$ cat src/rtl/vfu_result_wb_if.sv
// rtl/vfu_result_wb_if.sv - ALU/MFPU result requests, VRF write port and occupancy for vfu_result_wb
interface vfu_result_wb_if #(
  parameter int DataWidth = 64,
  parameter int AddrWidth = 10,
  parameter int IdWidth   = 3,
  parameter int Depth     = 2
);
  localparam int BeWidth  = DataWidth / 8;
  localparam int CntWidth = $clog2(Depth + 1);

  logic                 alu_result_req_i;
  logic [IdWidth-1:0]   alu_result_id_i;
  logic [AddrWidth-1:0] alu_result_addr_i;
  logic [DataWidth-1:0] alu_result_wdata_i;
  logic [BeWidth-1:0]   alu_result_be_i;
  logic                 alu_result_gnt_o;

  logic                 mfpu_result_req_i;
  logic [IdWidth-1:0]   mfpu_result_id_i;
  logic [AddrWidth-1:0] mfpu_result_addr_i;
  logic [DataWidth-1:0] mfpu_result_wdata_i;
  logic [BeWidth-1:0]   mfpu_result_be_i;
  logic                 mfpu_result_gnt_o;

  logic                 vrf_req_o;
  logic [IdWidth-1:0]   vrf_id_o;
  logic [AddrWidth-1:0] vrf_addr_o;
  logic [DataWidth-1:0] vrf_wdata_o;
  logic [BeWidth-1:0]   vrf_be_o;
  logic                 vrf_src_o;
  logic                 vrf_gnt_i;

  logic [CntWidth-1:0]  alu_cnt_o;
  logic [CntWidth-1:0]  mfpu_cnt_o;

  modport slave (
    input  alu_result_req_i, alu_result_id_i, alu_result_addr_i, alu_result_wdata_i, alu_result_be_i,
    output alu_result_gnt_o,
    input  mfpu_result_req_i, mfpu_result_id_i, mfpu_result_addr_i, mfpu_result_wdata_i, mfpu_result_be_i,
    output mfpu_result_gnt_o,
    output vrf_req_o, vrf_id_o, vrf_addr_o, vrf_wdata_o, vrf_be_o, vrf_src_o,
    input  vrf_gnt_i,
    output alu_cnt_o, mfpu_cnt_o
  );

  modport master (
    output alu_result_req_i, alu_result_id_i, alu_result_addr_i, alu_result_wdata_i, alu_result_be_i,
    input  alu_result_gnt_o,
    output mfpu_result_req_i, mfpu_result_id_i, mfpu_result_addr_i, mfpu_result_wdata_i, mfpu_result_be_i,
    input  mfpu_result_gnt_o,
    input  vrf_req_o, vrf_id_o, vrf_addr_o, vrf_wdata_o, vrf_be_o, vrf_src_o,
    output vrf_gnt_i,
    input  alu_cnt_o, mfpu_cnt_o
  );
endinterface

$ cat src/rtl/vfu_result_wb.sv
// rtl/vfu_result_wb.sv - two-source result FIFOs with round-robin arbitration onto one VRF write port
module vfu_result_wb #(
  parameter int DataWidth = 64,
  parameter int AddrWidth = 10,
  parameter int IdWidth   = 3,
  parameter int Depth     = 2
) (
  input  logic          clk_i,
  input  logic          rst_i,
  vfu_result_wb_if.slave bus
);
  localparam int BeWidth  = DataWidth / 8;
  localparam int CntWidth = $clog2(Depth + 1);
  localparam int PtrW     = $clog2(Depth);
  localparam int EntryW   = IdWidth + AddrWidth + DataWidth + BeWidth;

  // Index 0 is the ALU source, index 1 the MFPU source.
  logic [EntryW-1:0]   mem [2][Depth];
  logic [PtrW-1:0]     wr_ptr [2];
  logic [PtrW-1:0]     rd_ptr [2];
  logic [CntWidth-1:0] cnt [2];
  logic [EntryW-1:0]   entry_in [2];
  logic [1:0]          req_in;
  logic [1:0]          ne;
  logic [1:0]          push;
  logic [1:0]          pop;
  logic                req_any;
  logic                sel;
  logic                rr;
  logic                locked;
  logic                lock_src;
  logic [EntryW-1:0]   head;

  function automatic logic [PtrW-1:0] next_ptr(input logic [PtrW-1:0] p);
    return (p == PtrW'(Depth - 1)) ? '0 : p + 1'b1;
  endfunction

  always_comb begin
    entry_in[0] = {bus.alu_result_id_i, bus.alu_result_addr_i,
                   bus.alu_result_wdata_i, bus.alu_result_be_i};
    entry_in[1] = {bus.mfpu_result_id_i, bus.mfpu_result_addr_i,
                   bus.mfpu_result_wdata_i, bus.mfpu_result_be_i};
    req_in      = {bus.mfpu_result_req_i, bus.alu_result_req_i};
    ne          = {cnt[1] != '0, cnt[0] != '0};
    req_any     = !rst_i && (ne != 2'b00);

    // A held (ungranted) write keeps its source; otherwise rr breaks ties.
    if (locked)          sel = lock_src;
    else if (&ne)        sel = rr;
    else                 sel = ne[1];

    for (int s = 0; s < 2; s++) begin
      push[s] = !rst_i && req_in[s] && (cnt[s] < CntWidth'(Depth));
    end
    pop[0] = req_any && bus.vrf_gnt_i && !sel;
    pop[1] = req_any && bus.vrf_gnt_i &&  sel;
    head   = mem[sel][rd_ptr[sel]];
  end

  assign bus.alu_result_gnt_o  = push[0];
  assign bus.mfpu_result_gnt_o = push[1];
  assign bus.vrf_req_o         = req_any;
  assign bus.vrf_src_o         = req_any & sel;
  assign {bus.vrf_id_o, bus.vrf_addr_o, bus.vrf_wdata_o, bus.vrf_be_o} = req_any ? head : '0;
  assign bus.alu_cnt_o         = rst_i ? '0 : cnt[0];
  assign bus.mfpu_cnt_o        = rst_i ? '0 : cnt[1];

  always_ff @(posedge clk_i) begin
    if (rst_i) begin
      for (int s = 0; s < 2; s++) begin
        wr_ptr[s] <= '0;
        rd_ptr[s] <= '0;
        cnt[s]    <= '0;
      end
      rr       <= 1'b0;
      locked   <= 1'b0;
      lock_src <= 1'b0;
    end else begin
      for (int s = 0; s < 2; s++) begin
        if (push[s]) begin
          mem[s][wr_ptr[s]] <= entry_in[s];
          wr_ptr[s]         <= next_ptr(wr_ptr[s]);
        end
        if (pop[s]) rd_ptr[s] <= next_ptr(rd_ptr[s]);
        if (push[s] && !pop[s])      cnt[s] <= cnt[s] + 1'b1;
        else if (pop[s] && !push[s]) cnt[s] <= cnt[s] - 1'b1;
      end
      locked   <= req_any && !bus.vrf_gnt_i;
      lock_src <= sel;
      if ((pop != 2'b00) && ne[~sel]) rr <= ~sel;
    end
  end
endmodule

$ cat src/flat_wrapper.sv
// flat-port wrapper written by rule: the top's interface ports become plain ports
module vfu_result_wb_flat 
#(
  parameter int DataWidth = 64,
  parameter int AddrWidth = 10,
  parameter int IdWidth   = 3,
  parameter int Depth     = 2
)
  (clk_i, rst_i, bus_alu_result_req_i, bus_alu_result_id_i, bus_alu_result_addr_i, bus_alu_result_wdata_i, bus_alu_result_be_i, bus_alu_result_gnt_o, bus_mfpu_result_req_i, bus_mfpu_result_id_i, bus_mfpu_result_addr_i, bus_mfpu_result_wdata_i, bus_mfpu_result_be_i, bus_mfpu_result_gnt_o, bus_vrf_req_o, bus_vrf_id_o, bus_vrf_addr_o, bus_vrf_wdata_o, bus_vrf_be_o, bus_vrf_src_o, bus_vrf_gnt_i, bus_alu_cnt_o, bus_mfpu_cnt_o);
  vfu_result_wb_if #(.DataWidth(DataWidth), .AddrWidth(AddrWidth), .IdWidth(IdWidth), .Depth(Depth)) bus_i ();
  input  logic clk_i;
  input  logic rst_i;
  input wire logic [$bits(bus_i.alu_result_req_i)-1:0] bus_alu_result_req_i;
  input wire logic [$bits(bus_i.alu_result_id_i)-1:0] bus_alu_result_id_i;
  input wire logic [$bits(bus_i.alu_result_addr_i)-1:0] bus_alu_result_addr_i;
  input wire logic [$bits(bus_i.alu_result_wdata_i)-1:0] bus_alu_result_wdata_i;
  input wire logic [$bits(bus_i.alu_result_be_i)-1:0] bus_alu_result_be_i;
  output wire logic [$bits(bus_i.alu_result_gnt_o)-1:0] bus_alu_result_gnt_o;
  input wire logic [$bits(bus_i.mfpu_result_req_i)-1:0] bus_mfpu_result_req_i;
  input wire logic [$bits(bus_i.mfpu_result_id_i)-1:0] bus_mfpu_result_id_i;
  input wire logic [$bits(bus_i.mfpu_result_addr_i)-1:0] bus_mfpu_result_addr_i;
  input wire logic [$bits(bus_i.mfpu_result_wdata_i)-1:0] bus_mfpu_result_wdata_i;
  input wire logic [$bits(bus_i.mfpu_result_be_i)-1:0] bus_mfpu_result_be_i;
  output wire logic [$bits(bus_i.mfpu_result_gnt_o)-1:0] bus_mfpu_result_gnt_o;
  output wire logic [$bits(bus_i.vrf_req_o)-1:0] bus_vrf_req_o;
  output wire logic [$bits(bus_i.vrf_id_o)-1:0] bus_vrf_id_o;
  output wire logic [$bits(bus_i.vrf_addr_o)-1:0] bus_vrf_addr_o;
  output wire logic [$bits(bus_i.vrf_wdata_o)-1:0] bus_vrf_wdata_o;
  output wire logic [$bits(bus_i.vrf_be_o)-1:0] bus_vrf_be_o;
  output wire logic [$bits(bus_i.vrf_src_o)-1:0] bus_vrf_src_o;
  input wire logic [$bits(bus_i.vrf_gnt_i)-1:0] bus_vrf_gnt_i;
  output wire logic [$bits(bus_i.alu_cnt_o)-1:0] bus_alu_cnt_o;
  output wire logic [$bits(bus_i.mfpu_cnt_o)-1:0] bus_mfpu_cnt_o;
  assign bus_i.alu_result_req_i = bus_alu_result_req_i;
  assign bus_i.alu_result_id_i = bus_alu_result_id_i;
  assign bus_i.alu_result_addr_i = bus_alu_result_addr_i;
  assign bus_i.alu_result_wdata_i = bus_alu_result_wdata_i;
  assign bus_i.alu_result_be_i = bus_alu_result_be_i;
  assign bus_alu_result_gnt_o = bus_i.alu_result_gnt_o;
  assign bus_i.mfpu_result_req_i = bus_mfpu_result_req_i;
  assign bus_i.mfpu_result_id_i = bus_mfpu_result_id_i;
  assign bus_i.mfpu_result_addr_i = bus_mfpu_result_addr_i;
  assign bus_i.mfpu_result_wdata_i = bus_mfpu_result_wdata_i;
  assign bus_i.mfpu_result_be_i = bus_mfpu_result_be_i;
  assign bus_mfpu_result_gnt_o = bus_i.mfpu_result_gnt_o;
  assign bus_vrf_req_o = bus_i.vrf_req_o;
  assign bus_vrf_id_o = bus_i.vrf_id_o;
  assign bus_vrf_addr_o = bus_i.vrf_addr_o;
  assign bus_vrf_wdata_o = bus_i.vrf_wdata_o;
  assign bus_vrf_be_o = bus_i.vrf_be_o;
  assign bus_vrf_src_o = bus_i.vrf_src_o;
  assign bus_i.vrf_gnt_i = bus_vrf_gnt_i;
  assign bus_alu_cnt_o = bus_i.alu_cnt_o;
  assign bus_mfpu_cnt_o = bus_i.mfpu_cnt_o;
  vfu_result_wb #(.DataWidth(DataWidth), .AddrWidth(AddrWidth), .IdWidth(IdWidth), .Depth(Depth)) u_core (.clk_i(clk_i), .rst_i(rst_i), .bus(bus_i));
endmodule
$ cat config.mk
export PLATFORM = sky130hd
export DESIGN_NAME = vfu_result_wb_flat
export DESIGN_NICKNAME = d
export VERILOG_FILES = /design/src/rtl/vfu_result_wb_if.sv /design/src/rtl/vfu_result_wb.sv /design/src/flat_wrapper.sv
export SDC_FILE = /design/constraint.sdc
export NUM_CORES = 1
export LEC_CHECK = 0
export ABC_CLOCK_PERIOD_IN_PS = 6700
export CAP_MARGIN = 10
export CORE_MARGIN = 1
export CORE_UTILIZATION = 45
export DETAILED_ROUTE_END_ITERATION = 8
export PLACE_DENSITY = 0.71
export SYNTH_ARGS = -nofsm -noshare
export SYNTH_HDL_FRONTEND = slang
export SYNTH_SLANG_ARGS = --single-unit
$ cat constraint.sdc
create_clock -name clk_i -period 6.7 [get_ports clk_i]
set_clock_uncertainty 0.2 [all_clocks]
set_input_delay 1.34 -clock clk_i [delete_from_list [all_inputs] [get_ports clk_i]]
set_output_delay 1.34 -clock clk_i [all_outputs]
set_load 0.01 [all_outputs]
==> impl_metrics.yaml, run 1 <==
clock_tree:
  clockRootBuffer: "clkbuf_16"
  cts_setup_buffers: 0
  cts_buffer_depth: 3
  cts.repair.resized: 0
  h-tree-depth: 2
  clock-sinks: 351
  numCtsBuffers: 38
  clk_pin_slew_ns: 0.05
  clk-insertion-delay-late_ns: 0.51
  holdBufCountCts: 0
  tritoncts: "built"
pwr:
  p_int_mw: 4.91
  switching_share: 0.306
  worst_ir_drop_vdd_v: 0.000354
  power.density_nw_per_um2: 382
  power.switching_mw: 2.17
  leakagePower_nw: 5.95
  p_comb_frac: 0.331
  pwr-share-seq: 0.384
  pwr-share-clk: 0.285
sta:
  hold_viol: 0
  max_freq_mhz: 183
  setup_tns_ns: 0
  max-slew-margin-rel: 0.220
  timing.final.ws_setup_ns: 1.24
  rsz0062_at_grt: "no"
  report.final.slew_viol_count: 0
  timing.hold.ws_ns: 0.325
  min_period_ns: 5.46
  fin_crit_sh: 0.815
  worst_pin_slew_ns: 1.17
  finalSetupViolCount: 0
die:
  dieArea_um2: 32300
  die_h_um: 180
  core_area_um2: 30800
  initial_utilization: 0.462
  chipWidth_um: 180
  placementRows: 64
  pin_count: 268
placement:
  post-place-ws_ns: 1.23
  port_buffers: 267
  dp.cells: 1439
  gp_congestion: 0.816
  dpl.hpwl_um: 18900
critical_path:
  critPathLaunchType: "primary input"
  criticalPathCategory: "primary input to output port"
  path_common_cell: "clkdlybuf4s50_1"
  critical_path.slowest_cell: "clkdlybuf4s50_1"
  path_cells: "clkdlybuf4s50_1 -> a21o_4 -> buf_4 -> a211oi_1 -> clkdlybuf4s50_1"
  path_buf_inv: 3
  crit_fanout: 68
  crit_arrival_ns: 3.92
  critPathMaxStageDelay_ns: 0.75
  critPathTopFamily: "buffers and inverters"
  cp.required_ns: 5.16
  end_kind: "output port"
route:
  routed_wl_um: 31100
  first_pass_iters: 6
  wl_per_cell_um: 20.7
  dr_total_vias: 8082
  final_antenna_net_count: 0
  drc: 16
  drtIter0Drc: 474
  via_per_inst: 5.37
final_layout:
  synthToLayoutAreaGrowth_pct: 30.0
  diodes: 0
  final_cells: 1506
  drive_gt1_frac: 0.125
  layout.nets: 1260
global_routing:
  grt-ovfl-total: 0
  grt_pass1_vias: 8424
  antenna_found_initial: 3
  grt_max_degree: 91
  grt_pass1_wl_um: 48100
  grt_use_total: 0.193
logic_synthesis:
  netlist_area_um2: 14200
  avgSynthCellArea_um2: 17.4
  ys.flop_type: "edfxtp_1"
  yosysMostFrequentCell: "edfxtp_1"
  syn_inst: 820
  async_reset_ff_frac: 0
  synth-seq-cells: 351
  yosysTopAreaCell: "edfxtp_1"
  synth_area_leaders: "edfxtp_1 (73%), mux2i_1 (6.0%), a211oi_1 (5.7%), a211oi_2 (5.6%), nor2b_1 (3.9%)"
  synthesis.nets: 997
  synth_cell_types: 34
  ys_top_cells_by_count: "edfxtp_1 (348), a211oi_1 (108), nor2b_1 (89)"
  yosys_warnings: 0
  yosysSeqAreaShare: 0.739
  synth_top_area_frac: 0.734
  synth-edff-count: 348
job:
  cap_violations: 0
run_status:
  violations: "DRC"
  outcome: "complete, but fails checks"
min_path:
  hold_class: "flip-flop to flip-flop"
[layout by cell type, fill, tap and decap left out, types with 4 or more instances in the layout]
cell               n
a211oi_1         108
clkinv_2           4
a211oi_2          64
clkbuf_16         41
nor2_1            14
buf_12             4
clkinv_1          11
edfxtp_1         348
mux2i_1           86
inv_1              5
a21oi_1            4
clkdlybuf4s50_1  267
clkbuf_1           6
buf_4             11
o21ai_0            5
nor2b_1           89
[sequential cells by signal, summed over array words and instances, names as in the netlist]
| register | cells |
|---|---|
| u_core.wr_ptr | 2 |
| u_core.mem | 340 |
| u_core.locked | 1 |
| u_core.rd_ptr | 2 |
| u_core.rr | 1 |
| u_core.lock_src | 1 |
| u_core.cnt | 4 |
[metal layers]
| layer | share of wire | GRT usage | vias up |
|---|---|---|---|
| met1 | 0.41 | 0.242 | 3949 |
| met2 | 0.49 | 0.327 | 259 |
| met3 | 0.078 | 0.0513 | 55 |
| met5 | 0.00074 | 0 | - |
| met4 | 0.022 | 0.0552 | 4 |
| li1 | - | - | 3815 |
[power groups by stage]
stage | clock network [mW] | logic [mW] | registers (mW)
finish | 2.02 | 2.34 | 2.71
global route | 2.15 | 2.51 | 2.73
CTS | 2.07 | 2.38 | 2.71
detailed placement | 0 | 2.36 | 2.76
global placement | 0 | 2.34 | 2.75
floorplan | 0 | 1.43 | 2.75
[cell type report]
cell class                 count  area (um^2)
tap                          396          495
timing repair buffer         282         2840
fill                        2246        12300
clock buffer                  47         1050
multi-input combinational    405         3420
inverter                       5         18.8
clock inverter                20          168
sequential                   351        10500
[worst paths after layout]
check	depth (start not counted)	to	slack [ns]	from
worst max-delay path	5	bus_vrf_addr_o[0]	1.24	rst_i
worst min-delay path	2	u_core.rr	0.33	u_core.rr
worst max register to register	4	u_core.mem[0][127]	3.61	u_core.cnt[0][1]
worst min register to register	2	u_core.rr	0.33	u_core.rr
[metrics by stage]
| stage | util | power [mW] | instance area [um^2] |
|---|---|---|---|
| 6_report | 0.600 | 7.07 | 18500 |
| 5_1_grt | 0.600 | 7.39 | 18500 |
| 4_1_cts | 0.600 | 7.16 | 18500 |
| 3_5_place_dp | 0.560 | 5.12 | 17300 |
| 3_3_place_gp | 0.560 | 5.09 | 17300 |
| 2_1_floorplan | - | 4.18 | 14200 |
[logic make-up (layout without fill, tap and decap cells)]
family	count (synthesis)	in the layout	share of synthesized area
adders and majority gates	2	2	0.00176
muxes	86	86	0.0605
and+or+nand+nor	125	125	0.0519
DFF	351	351	0.739
buffers and inverters	64	354	0.0237
xor gates and xnor gates	1	1	0.000616
AOI/OAI and AO/OA	191	191	0.123
[worst min-delay path, stage by stage, from the launching register on]
cell     delay [ns]
dfxtp_1        0.32
o21ai_0        0.08
a21oi_1        0.07
(Power assumes the default switching activity.)
==> inputs of run 2 (changes only) <==
--- a/config.mk
+++ b/config.mk
@@ -5,12 +5,12 @@
 export SDC_FILE = /design/constraint.sdc
 export NUM_CORES = 1
 export LEC_CHECK = 0
-export ABC_CLOCK_PERIOD_IN_PS = 6700
+export ABC_CLOCK_PERIOD_IN_PS = 4900
 export CAP_MARGIN = 10
 export CORE_MARGIN = 1
 export CORE_UTILIZATION = 45
 export DETAILED_ROUTE_END_ITERATION = 8
-export PLACE_DENSITY = 0.71
+export PLACE_DENSITY = 0.73
 export SYNTH_ARGS = -nofsm -noshare
 export SYNTH_HDL_FRONTEND = slang
 export SYNTH_SLANG_ARGS = --single-unit
==> constraint.sdc (replaced) <==
create_clock -name clk_i -period 4.9 [get_ports clk_i]
set_clock_uncertainty 0.2 [all_clocks]
set_input_delay 0.98 -clock clk_i [delete_from_list [all_inputs] [get_ports clk_i]]
set_output_delay 0.98 -clock clk_i [all_outputs]
set_load 0.01 [all_outputs]
==> run 2 against run 1 <==
Net effect:
- the run still ends with DRC left
- clock power up 35%
- cell area increased by 0.47%
- sequential power grew 37%
- global-route usage down 0.39 points
- routed wire length is 0.87% lower
- die area unchanged
- critical path depth grew 5
- utilization up 0.28 points
- worst hold slack lost 0.012 ns
- non-clock buffer count up 9
- critical endpoint is now bus_vrf_wdata_o[49]
==> impl_metrics.yaml, run 2 (synthesis results as in run 1) <==
die:
  core_area_um2: 30800
  chipWidth_um: 180
  die_h_um: 180
  placementRows: 64
  dieArea_um2: 32300
  pin_count: 268
  initial_utilization: 0.462
clock_tree:
  holdBufCountCts: 0
  tritoncts: "built"
  clk_pin_slew_ns: 0.06
  cts_buffer_depth: 3
  h-tree-depth: 2
  numCtsBuffers: 38
  clockRootBuffer: "clkbuf_16"
  cts.repair.resized: 0
  cts_setup_buffers: 0
  clock-sinks: 351
  clk-insertion-delay-late_ns: 0.51
sta:
  finalSetupViolCount: 0
  max-slew-margin-rel: 0.521
  min_period_ns: 4.66
  hold_viol: 0
  worst_pin_slew_ns: 0.719
  report.final.slew_viol_count: 0
  fin_crit_sh: 0.952
  max_freq_mhz: 214
  setup_tns_ns: 0
  rsz0062_at_grt: "no"
route:
  wl_per_cell_um: 20.4
  drtIter0Drc: 450
  dr_total_vias: 8149
  drc: 34
  final_antenna_net_count: 0
  via_per_inst: 5.38
  first_pass_iters: 7
  routed_wl_um: 30900
global_routing:
  grt-ovfl-total: 0
  grt_max_degree: 92
  grt_pass1_wl_um: 47100
  grt_use_total: 0.189
  grt_pass1_vias: 8448
  antenna_found_initial: 2
pwr:
  leakagePower_nw: 5.99
  total_power_mw: 9.65
  power.density_nw_per_um2: 519
  worst_ir_drop_vdd_v: 0.000423
critical_path:
  criticalPathCategory: "flip-flop to output port"
  cp.depth: 10
  path_buf_inv: 4
  r2r_cells: 9
  r2r-end: "u_core.rr"
  critPathTopFamily: "buffers and inverters"
  crit_fanout: 41
  r2r_setup_slack_ns: 2.26
  critPathMaxStageDelay_ns: 0.59
  critical_path.slowest_cell: "clkdlybuf4s50_1"
  crit_arrival_ns: 3.48
  crit_end: "bus_vrf_wdata_o[49]"
  r2r-start: "u_core.cnt[1][1]"
  end_kind: "output port"
  crit_start: "u_core.cnt[1][1]"
  critPathLaunchType: "flip-flop"
  cp.required_ns: 3.72
  path_cells: "inv_1 -> ha_1 -> o21bai_1 -> a221oi_4 -> a21oi_4 -> buf_12 -> buf_4 -> a211oi_2 -> a211oi_1 -> clkdlybuf4s50_1"
min_path:
  holdCritStartpoint: "u_core.rr"
  hold_class: "flip-flop to flip-flop"
final_layout:
  layout.nets: 1269
  synthToLayoutAreaGrowth_pct: 30.6
  num-fill-cells: 2269
  largest_reg_flops: 340
  final_cells: 1515
  layout_commonest_cell: "edfxtp_1"
  drive_gt1_frac: 0.135
  final_cell_mix: "edfxtp_1 (348), clkdlybuf4s50_1 (267), a211oi_1 (108)"
placement:
  dpl.hpwl_um: 19400
  dp.cells: 1448
  gp_congestion: 0.798
  port_buffers: 267
run_status:
  outcome: "complete, but fails checks"
  violations: "DRC"
job:
  cap_violations: 0
## run 2: changes by cell type in the layout (fill, tap and decap cells not counted)
cell / delta
clkinv_1: -7
buf_4: +5
buf_12: +4
clkbuf_1: +3
clkinv_2: +3
clkbuf_16: -2
inv_6: +2
clkinv_4: -1
clkinvlp_4: +1
diode_2: +1
## run 2: how the worst min path moves through the flow
stage	depth (start not counted)	slack [ns]	to
final	2	0.31	u_core.rr
after global routing	2	0.33	u_core.rr
after CTS	2	0.32	u_core.rr
after detailed placement	2	0.31	u_core.rr
after global placement	2	0.33	u_core.rr
after floorplan	2	0.26	u_core.rr
## run 2: per-stage QoR
stage	instance area [um^2]	utilization	hold WS (ns)	worst slack (ns)
after global placement	17400	0.564	0.332	0.638
after CTS	18600	0.603	0.318	0.215
after global routing	18600	0.603	0.335	0.00205
after floorplan	14200	-	0.264	0.343
final	18600	0.603	0.313	0.237
after detailed placement	17400	0.564	0.306	0.593
## run 2: per-layer routing
layer,GRT usage,wire length [um],vias to the layer above
met1,0.236,12600,4006
met4,0.0524,675,2
met5,0,12,-
met2,0.319,15200,254
met3,0.0551,2430,58
li1,-,-,3829
## run 2: cell type report
type | count | area (um^2) | share of cell area
Antenna cell | 1 | 2.50 | 0.000135
Tap cell | 396 | 495 | 0.0267
Inverter | 5 | 18.8 | 0.00101
Clock inverter | 18 | 173 | 0.00929
Timing Repair Buffer | 291 | 2950 | 0.159
Multi-Input combinational cell | 405 | 3420 | 0.184
Sequential cell | 351 | 10500 | 0.566
Clock buffer | 48 | 1010 | 0.0543
## run 2: power breakdown
part           switching, mW  total [mW]  internal (mW)
clock                   1.10        2.72           1.62
sequential            0.0878        3.70           3.62
combinational           1.76        3.23           1.47
## run 2: worst min-delay path: stages (launching register included)
cell and delay (ns):
dfxtp_1 0.33, o21ai_0 0.08, a21oi_1 0.06
==> inputs of run 3 (changes only) <==
--- a/config.mk
+++ b/config.mk
@@ -8,9 +8,9 @@
 export ABC_CLOCK_PERIOD_IN_PS = 4900
 export CAP_MARGIN = 10
 export CORE_MARGIN = 1
-export CORE_UTILIZATION = 45
+export CORE_UTILIZATION = 25
+export CTS_CLUSTER_DIAMETER = 120
 export DETAILED_ROUTE_END_ITERATION = 8
-export PLACE_DENSITY = 0.73
 export SYNTH_ARGS = -nofsm -noshare
 export SYNTH_HDL_FRONTEND = slang
 export SYNTH_SLANG_ARGS = --single-unit
==> run 3 against run 2 <==
Net effect:
- the run now ends clean
- clock-buffer cell count increased by 3
- sequential power about the same
- cell count grew 24%
- sequential cell count unchanged
- combinational power increased by 5%
- clock power rose by 1%
- worst hold slack lost 0.0098 ns
- register-to-register slack got worse by 0.03 ns
- highest routed layer unchanged
==> impl_metrics.yaml, run 3 (synthesis results as in run 1) <==
critical_path:
  criticalPathCategory: "flip-flop to output port"
  crit_arrival_ns: 3.45
  cp.required_ns: 3.72
  r2r-end: "u_core.cnt[1][0]"
  critPathMaxStageDelay_ns: 0.52
  critical_path.slowest_cell: "clkdlybuf4s50_1"
  r2r_cells: 9
  path_cells: "inv_1 -> ha_1 -> o21bai_1 -> a221oi_4 -> a21oi_4 -> buf_12 -> a211oi_1 -> a211oi_1 -> clkdlybuf4s50_1"
  path_common_cell: "a211oi_1"
  end_kind: "output port"
  critPathLaunchType: "flip-flop"
  path_buf_inv: 3
  critPathTopFamily: "compound AO/OA/AOI/OAI gates"
  crit_fanout: 80
  r2r_setup_slack_ns: 2.23
  r2r-start: "u_core.cnt[1][0]"
route:
  drc: 0
  drtIter0Drc: 368
  routed_wl_um: 35900
  dr_total_vias: 8214
  first_pass_iters: 4
  final_antenna_net_count: 0
  met3_length_um: 2710
  via_per_inst: 4.36
  m1WireLength_um: 15300
  top_layer: "met5"
  wl_met2_um: 17000
  wl_per_cell_um: 19.1
final_layout:
  layout.nets: 1276
  final_cell_mix: "edfxtp_1 (348), clkdlybuf4s50_1 (267), a211oi_1 (107)"
  layout_commonest_cell: "edfxtp_1"
  num-fill-cells: 5370
  largest_reg_flops: 340
  drive_gt1_frac: 0.137
  diodes: 0
  synthToLayoutAreaGrowth_pct: 34.2
die:
  chipWidth_um: 241
  initial_utilization: 0.253
  die_h_um: 241
  pin_count: 268
  placementRows: 87
  dieArea_um2: 57900
  core_area_um2: 56300
global_routing:
  grt_pass1_wl_um: 51900
  grt_use_total: 0.120
  grt_pass1_vias: 8528
  grt-ovfl-total: 0
  grt_max_degree: 81
  antenna_found_initial: 9
clock_tree:
  h-tree-depth: 2
  clockRootBuffer: "clkbuf_16"
  numCtsBuffers: 39
  tritoncts: "built"
  clk_pin_slew_ns: 0.06
  clock-sinks: 351
  holdBufCountCts: 0
  cts_buffer_depth: 3
  clk-insertion-delay-late_ns: 0.54
placement:
  dpl.hpwl_um: 23100
  port_buffers: 267
  gp_congestion: 0.706
sta:
  timing.hold.ws_ns: 0.303
  hold_viol: 0
  fin_crit_sh: 0.944
  rsz0062_at_grt: "no"
  report.final.slew_viol_count: 0
  worst_pin_slew_ns: 0.794
  min_period_ns: 4.63
  max_freq_mhz: 216
  setup_tns_ns: 0
  finalSetupViolCount: 0
  max-slew-margin-rel: 0.471
min_path:
  hold-path-endpoint: "u_core.rr"
  holdPathStages: 2
  hold_class: "flip-flop to flip-flop"
  holdCritStartpoint: "u_core.rr"
pwr:
  power.density_nw_per_um2: 516
  leakagePower_nw: 6.03
  worst_ir_drop_vdd_v: 0.000327
run_status:
  outcome: "finished clean"
job:
  cap_violations: 0
run 3: area by class of cell:
| cell class | instances | area, um^2 | area share |
|---|---|---|---|
| Inverter | 5 | 18.8 | 0.000983 |
| Multi-Input combinational cell | 405 | 3420 | 0.179 |
| Timing Repair Buffer | 297 | 3020 | 0.158 |
| Sequential cell | 351 | 10500 | 0.550 |
| Clock buffer | 51 | 1070 | 0.0562 |
| Clock inverter | 17 | 103 | 0.00537 |
| Tap cell | 756 | 946 | 0.0495 |
run 3: tightest hold or removal path, stage by stage, from the launching register on:
cell and delay (ns):
dfxtp_1 0.32, o21ai_0 0.07, a21oi_1 0.06
run 3: repair_timing:
item                       in CTS  in global routing
setup buffers                   0                  1
resized for setup               0                  2
setup endpoints to repair       0                  3
run 3: per-layer routing:
metal / up-vias / global-route usage
met1: 4071 / 0.150
met2: 234 / 0.194
met3: 61 / 0.0412
li1: 3830 / -
met5: - / 0
met4: 18 / 0.0403
run 3: worst max path at each step:
stage / start / endpoint / slack, ns / cells after the start
4_1_cts: u_core.cnt[1][0] / bus_vrf_wdata_o[62] / 0.03 / 10
5_1_grt: u_core.cnt[1][0] / bus_vrf_wdata_o[21] / 0.02 / 9
3_3_place_gp: u_core.cnt[1][0] / bus_vrf_wdata_o[62] / 0.68 / 10
2_1_floorplan: rst_i / u_core.mem[0][100] / 0.34 / 3
3_5_place_dp: u_core.cnt[1][0] / bus_vrf_wdata_o[62] / 0.64 / 10
6_report: u_core.cnt[1][0] / bus_vrf_wdata_o[22] / 0.27 / 9
run 3: report_power, final:
part	total [mW]	internal, mW	leakage [nW]	switching, mW
clock network	2.76	1.59	0.569	1.17
registers	3.71	3.62	3.21	0.0969
logic	3.38	1.51	2.25	1.87
total	9.85	6.71	6.03	3.13
run 3: per-stage QoR:
step	cell area [um^2]	power, mW	cells	worst slack [ns]	util
after floorplan	14200	5.71	820	0.343	-
after global placement	17900	7.11	1812	0.680	0.318
after detailed placement	17900	7.14	1812	0.640	0.318
after CTS	19100	9.96	1880	0.0262	0.339
after global routing	19100	10.3	1882	0.0219	0.339
final	19100	9.85	1882	0.272	0.339
